### src/rtl/fetch_unit_pkg.sv
// -----------------------------------------------------------------------------
// fetch_unit_pkg
// Shared definitions for the instruction-fetch front end.
//   fetch_state_e : fetch FSM states
//                   FETCH = may issue a request
//                   WAIT  = waiting for the granted fetch's response
//                   DRAIN = waiting for a stale response to discard
//   INSTR_BYTES   : PC increment per fetched instruction word
//   RV_NOP        : canonical RISC-V nop (addi x0,x0,0), handy as filler data
// -----------------------------------------------------------------------------
package fetch_unit_pkg;

   typedef enum logic [1:0] {
      FETCH = 2'd0,
      WAIT  = 2'd1,
      DRAIN = 2'd2
   } fetch_state_e;

   localparam int          INSTR_BYTES = 4;
   localparam logic [31:0] RV_NOP      = 32'h0000_0013;

endpackage

### src/rtl/fetch_fifo.sv
// -----------------------------------------------------------------------------
// fetch_fifo
// Small pointer-based FIFO holding fetched {pc, instruction} entries.
// DEPTH must be a power of two, so the pointers wrap naturally.
// Ports:
//   clk, rst_n   clock / asynchronous active-low reset
//   flush        drop all entries (wins over push and pop)
//   push, wdata  write an entry
//   pop          consume the head (ignored when empty)
//   rdata        head entry, taken straight from storage flops
//   count        number of valid entries
//   full, empty  occupancy flags
// -----------------------------------------------------------------------------
module fetch_fifo #(
   parameter int DEPTH = 2,
   parameter int WIDTH = 64
) (
   input  logic                       clk,
   input  logic                       rst_n,
   input  logic                       flush,
   input  logic                       push,
   input  logic [WIDTH-1:0]           wdata,
   input  logic                       pop,
   output logic [WIDTH-1:0]           rdata,
   output logic [$clog2(DEPTH):0]     count,
   output logic                       full,
   output logic                       empty
);

   localparam int PTR_W = $clog2(DEPTH);
   localparam int CNT_W = PTR_W + 1;

   logic [WIDTH-1:0] mem_reg [DEPTH];
   logic [PTR_W-1:0] wr_ptr_reg;
   logic [PTR_W-1:0] rd_ptr_reg;
   logic [CNT_W-1:0] count_reg;
   logic [DEPTH-1:0] wr_en;
   logic             do_push;
   logic             do_pop;

   assign do_push = push & ~flush;
   assign do_pop  = pop & ~flush & (count_reg != '0);

   // One-hot write enable per storage slot
   generate
      for (genvar gi = 0; gi < DEPTH; gi++) begin : g_wr_en
         assign wr_en[gi] = do_push & (wr_ptr_reg == PTR_W'(gi));
      end
   endgenerate

   always_ff @(posedge clk or negedge rst_n) begin
      if (!rst_n) begin
         for (int i = 0; i < DEPTH; i++) begin
            mem_reg[i] <= '0;
         end
      end else begin
         for (int i = 0; i < DEPTH; i++) begin
            if (wr_en[i]) begin
               mem_reg[i] <= wdata;
            end
         end
      end
   end

   always_ff @(posedge clk or negedge rst_n) begin
      if (!rst_n) begin
         wr_ptr_reg <= '0;
         rd_ptr_reg <= '0;
         count_reg  <= '0;
      end else if (flush) begin
         wr_ptr_reg <= '0;
         rd_ptr_reg <= '0;
         count_reg  <= '0;
      end else begin
         if (do_push) begin
            wr_ptr_reg <= wr_ptr_reg + PTR_W'(1);
         end
         if (do_pop) begin
            rd_ptr_reg <= rd_ptr_reg + PTR_W'(1);
         end
         case ({do_push, do_pop})
            2'b10:   count_reg <= count_reg + CNT_W'(1);
            2'b01:   count_reg <= count_reg - CNT_W'(1);
            default: count_reg <= count_reg;
         endcase
      end
   end

   // Head is a mux of flops; after the last pop it shows stale data (don't care)
   assign rdata = mem_reg[rd_ptr_reg];
   assign count = count_reg;
   assign full  = (count_reg == CNT_W'(DEPTH));
   assign empty = (count_reg == '0);

endmodule

### src/rtl/fetch_unit.sv
// -----------------------------------------------------------------------------
// fetch_unit
// Instruction-fetch front end: owns the PC, issues one word fetch at a time
// over a req/gnt/rvalid handshake, buffers responses in a FIFO and hands them
// to decode with their PC. A redirect from execute flushes the FIFO and turns
// any in-flight response into one to be discarded.
// Ports:
//   clk, rst_n                    clock / asynchronous active-low reset
//   pcsrc, jumpaddress            redirect request and target
//   imem_req, imem_addr           fetch request and word address (= PC)
//   imem_gnt                      request accepted
//   imem_rvalid, imem_rdata       fetch response
//   instr_valid, instr, prog_addr FIFO head and its PC
//   instr_ready                   decode accepts the head
//   misalign                      one-cycle pulse: redirect target not word aligned
// -----------------------------------------------------------------------------
module fetch_unit
   import fetch_unit_pkg::*;
#(
   parameter int                 D_WIDTH      = 32,
   parameter logic [D_WIDTH-1:0] RESET_VECTOR = '0,
   parameter int                 BUF_DEPTH    = 2
) (
   input  logic               clk,
   input  logic               rst_n,
   input  logic               pcsrc,
   input  logic [D_WIDTH-1:0] jumpaddress,
   output logic               imem_req,
   output logic [D_WIDTH-1:0] imem_addr,
   input  logic               imem_gnt,
   input  logic               imem_rvalid,
   input  logic [D_WIDTH-1:0] imem_rdata,
   output logic               instr_valid,
   output logic [D_WIDTH-1:0] instr,
   output logic [D_WIDTH-1:0] prog_addr,
   input  logic               instr_ready,
   output logic               misalign
);

   localparam int CNT_W = $clog2(BUF_DEPTH) + 1;

   fetch_state_e         state_reg;
   logic [D_WIDTH-1:0]   pc_reg;
   logic [D_WIDTH-1:0]   req_addr_reg;   // address of the granted, outstanding fetch
   logic                 misalign_reg;

   logic                 outstanding;
   logic [D_WIDTH-1:0]   redirect_pc;
   logic                 fifo_push;
   logic                 fifo_pop;
   logic                 fifo_full;
   logic                 fifo_empty;
   logic [CNT_W-1:0]     fifo_count;
   logic [2*D_WIDTH-1:0] fifo_wdata;
   logic [2*D_WIDTH-1:0] fifo_rdata;

   assign outstanding = (state_reg != FETCH);
   assign redirect_pc = {jumpaddress[D_WIDTH-1:2], 2'b00};

   // Only fetch when the buffer can absorb the response. rst_n gates the
   // request so it is low for the whole time reset is held.
   assign imem_req = rst_n & (state_reg == FETCH) & ~pcsrc &
                     (({1'b0, fifo_count} + {{CNT_W{1'b0}}, outstanding}) < (CNT_W+1)'(BUF_DEPTH));
   assign imem_addr = pc_reg;

   // A response arriving with a redirect belongs to the old path: drop it.
   // Same for a decode pop, since the flush empties the FIFO anyway.
   assign fifo_push  = (state_reg == WAIT) & imem_rvalid & ~pcsrc;
   assign fifo_pop   = instr_valid & instr_ready & ~pcsrc;
   assign fifo_wdata = {req_addr_reg, imem_rdata};

   always_ff @(posedge clk or negedge rst_n) begin
      if (!rst_n) begin
         state_reg    <= FETCH;
         pc_reg       <= RESET_VECTOR;
         req_addr_reg <= '0;
         misalign_reg <= 1'b0;
      end else begin
         misalign_reg <= pcsrc & (|jumpaddress[1:0]);
         if (pcsrc) begin
            pc_reg <= redirect_pc;
            case (state_reg)
               // A grant seen now was for the old PC; its response must be drained
               FETCH:   state_reg <= imem_gnt    ? DRAIN : FETCH;
               WAIT,
               DRAIN:   state_reg <= imem_rvalid ? FETCH : DRAIN;
               default: state_reg <= FETCH;
            endcase
         end else begin
            case (state_reg)
               FETCH: begin
                  if (imem_req && imem_gnt) begin
                     state_reg    <= WAIT;
                     req_addr_reg <= pc_reg;
                     pc_reg       <= pc_reg + D_WIDTH'(INSTR_BYTES);
                  end
               end
               WAIT,
               DRAIN: begin
                  if (imem_rvalid) begin
                     state_reg <= FETCH;
                  end
               end
               default: state_reg <= FETCH;
            endcase
         end
      end
   end

   fetch_fifo #(
      .DEPTH (BUF_DEPTH),
      .WIDTH (2*D_WIDTH)
   ) u_fifo (
      .clk   (clk),
      .rst_n (rst_n),
      .flush (pcsrc),
      .push  (fifo_push),
      .wdata (fifo_wdata),
      .pop   (fifo_pop),
      .rdata (fifo_rdata),
      .count (fifo_count),
      .full  (fifo_full),
      .empty (fifo_empty)
   );

   assign instr_valid = ~fifo_empty;
   assign prog_addr   = fifo_rdata[2*D_WIDTH-1:D_WIDTH];
   assign instr       = fifo_rdata[D_WIDTH-1:0];
   assign misalign    = misalign_reg;

   // The request throttle must make overflow unreachable
   a_no_overflow: assert property (@(posedge clk) disable iff (!rst_n)
                                   !(fifo_push && fifo_full && !fifo_pop));

endmodule
### config.mk
export PLATFORM = sky130hd
export DESIGN_NAME = fetch_unit
export DESIGN_NICKNAME = d
export VERILOG_FILES = /design/src/rtl/fetch_unit_pkg.sv /design/src/rtl/fetch_fifo.sv /design/src/rtl/fetch_unit.sv
export SDC_FILE = /design/constraint.sdc
export NUM_CORES = 1
export LEC_CHECK = 0
export CELL_PAD_IN_SITES_DETAIL_PLACEMENT = 1
export CELL_PAD_IN_SITES_GLOBAL_PLACEMENT = 2
export CORE_MARGIN = 5
export CORE_UTILIZATION = 38
export CTS_BUF_LIST = sky130_fd_sc_hd__clkbuf_4 sky130_fd_sc_hd__clkbuf_8
export CTS_CLUSTER_SIZE = 12
export DETAILED_ROUTE_END_ITERATION = 6
export PLACE_DENSITY_LB_ADDON = 0.1
export RECOVER_POWER = 50
export SYNTH_ARGS = -nofsm -noshare
export SYNTH_HDL_FRONTEND = slang
export SYNTH_SLANG_ARGS = --single-unit
### constraint.sdc
create_clock -name clk -period 3.15 [get_ports clk]
set_input_delay 0.7875 -clock clk [delete_from_list [all_inputs] [get_ports clk]]
set_output_delay 0.7875 -clock clk [all_outputs]
set_load 0.05 [all_outputs]
==> flow_summary.json <==
{
  "outcome": "complete, no violations",
  "yosys-top-cells-area": "dfrtp_1 56%, mux2_2 24%, nand2_1 4.9%",
  "port_buffers": 164,
  "final_common_cell": "dfrtp_1",
  "die_area_um2": 25700,
  "power_density_nw_per_um2": 658,
  "fin_nets": 935,
  "numCtsBuffers": 17,
  "path_class": "reg -> out",
  "clk_path_buf_depth": 2,
  "synth_seq_cells": 191,
  "numClockSinks": 191,
  "clk_pin_slew_ns": 0.10,
  "finalPower_uw": 7170,
  "antenna_found_initial": 0,
  "setup_tns_ns": 0,
  "seq_area_frac_synth": 0.556,
  "grt_usage": 0.183,
  "grt_max_degree": 78,
  "yosysTopAreaCell": "dfrtp_1",
  "path_max_fanout": 35,
  "postCtsSetupRepairBufs": 0,
  "sequentialPowerShare": 0.440,
  "synth_top_cell_area_share": 0.556,
  "grt_pass1_wl_um": 37800,
  "grt_setup_unrepaired": "false",
  "synth_edf_count": 0,
  "yosysUniqueCellTypes": 50,
  "swShare": 0.387,
  "hp-class": "reg -> reg",
  "setup_viol": 0,
  "stdcell_count": 1160,
  "grt_pass1_vias": 6777,
  "core-area_um2": 22400,
  "root_buffer": "clkbuf_8",
  "cts_tree": "yes",
  "maxSlewViolCount": 0,
  "start_util": 0.383,
  "die_h_um": 160,
  "avgSynthCellArea_um2": 12.4,
  "place_area_um2": 10500,
  "dp_hpwl_um": 16200,
  "dieWidth_um": 160,
  "cts_max_level": 4,
  "min_period_ns": 3.02,
  "arrival_ns": 2.23,
  "setup_slack_ns": 0.128,
  "cap_viol_max_count": 0,
  "p_int_uw": 4390,
  "max_freq_mhz": 331,
  "num_rows": 55,
  "io_pins": 169,
  "vdd_drop_max_mv": 0.256,
  "area_growth_pct": 26.6,
  "firstDrtPassIters": 4,
  "post-route-drc-count": 0,
  "syn_inst": 696,
  "ys.flop_type": "dfrtp_1",
  "wl_per_cell_um": 19.9,
  "vias": 6014,
  "clock_latency_ns": 0.47,
  "postLayoutCellArea_um2": 10900,
  "ant_nets": 0,
  "vias_per_cell": 5.18,
  "layout-drive-gt1-share": 0.318,
  "syn_area_um2": 8600,
  "cp.required_ns": 2.36,
  "worstMarginPinSlew_ns": 1.29,
  "fill_cells": 2368,
  "routed_wirelength_um": 23100,
  "grt_overflow_total": 0,
  "place.gp.congestion": 0.770,
  "pwr-share-comb": 0.327,
  "cp-end-kind": "primary output",
  "critPathLaunchType": "flip-flop",
  "hold_violations": 0,
  "ys_warn_count": 0,
  "slew-limit-headroom": 0.141,
  "largest_reg_flops": 124,
  "net-switching-power_uw": 2780,
  "final_cell_mix": "190 x dfrtp_1, 186 x mux2_2, 112 x nand2_1",
  "fin_crit_sh": 0.959,
  "pre_cts_slack_ns": 0.342,
  "p_leak_uw": 0.00526,
  "synthArstFlopShare": 1.00,
  "finClkSkew_ns": 0.0198,
  "place_inst": 1127,
  "dr.first_iter.drc_count": 184,
  "clkPwrFrac": 0.233
}
-- final timing paths --
check / start / depth (start not counted) / end / slack (ns)
min reg2reg: req_addr_reg[15] / 2 / req_addr_reg[15] / 0.51
max in group asynchronous: rst_n / 3 / u_fifo.rd_ptr_reg / 0.57
min: req_addr_reg[15] / 2 / req_addr_reg[15] / 0.51
max: u_fifo.rd_ptr_reg / 3 / prog_addr[9] / 0.13
min in group asynchronous: rst_n / 2 / u_fifo.mem_reg[29] / 0.75
max reg2reg: state_reg[1] / 8 / imem_addr[29] / 0.37
-- cells in the mapped netlist, types with 6 or more instances --
master / count
inv_1: 11
nor2_1: 15
xor2_1: 6
a21oi_1: 7
dfrtp_1: 191
nand2_1: 112
clkbuf_1: 13
mux2_2: 186
o21ai_0: 21
nand4_1: 7
buf_2: 16
buf_4: 7
nand3_1: 16
xnor2_1: 7
nor3_1: 6
-- power groups by stage --
stage	registers (µW)	logic (µW)	clock network (µW)
after floorplan	3230	1540	0
after global placement	3170	2430	0
after detailed placement	3210	2470	0
after CTS	3160	2380	1740
after global routing	3210	2490	1840
final	3150	2350	1670
-- layer usage --
layer | vias up | wire length [µm] | track usage
met5 | - | 0 | 0
met1 | 3069 | 10500 | 0.239
met3 | 22 | 1120 | 0.0436
met4 | 0 | 245 | 0.0434
met2 | 141 | 11200 | 0.309
li1 | 2782 | - | -
-- worst max-delay path: stages, from the launching register on --
cell	delay, ns
dfrtp_4	0.78
buf_4	0.38
mux2_2	0.41
buf_4	0.20
-- area by class of cell --
type                       instances  area (µm²)  share of cell area
sequential                       191        4780               0.439
multi-input combinational        455        3590               0.330
timing repair buffer             184        1690               0.155
tap                              285         357              0.0327
clock buffer                      18         248              0.0228
clock inverter                    14         170              0.0156
inverter                          12        45.0             0.00414
antenna                            1        2.50            0.000230
-- through the flow --
step | util | hold WS (ns)
global route | 0.485 | 0.526
CTS | 0.487 | 0.279
finish | 0.485 | 0.507
global placement | 0.470 | 0.475
floorplan | - | 0.458
detailed placement | 0.470 | 0.488
-- kinds of logic after synthesis --
kind of cell	after synthesis	share of synthesized area
AOI/OAI and AO/OA	64	0.0499
xor gates and xnor gates	13	0.0132
adders and majority gates	4	0.00582
buffers and inverters	53	0.0285
DFF	191	0.556
muxes	187	0.245
other	1	0.000436
and+or+nand+nor	183	0.102
-- timing repair --
action,in CTS,in global routing
setup endpoints to repair,32,0
gates resized for setup,32,0
hold buffers,0,0
No activity file was read; power rests on OpenSTA's default activity.
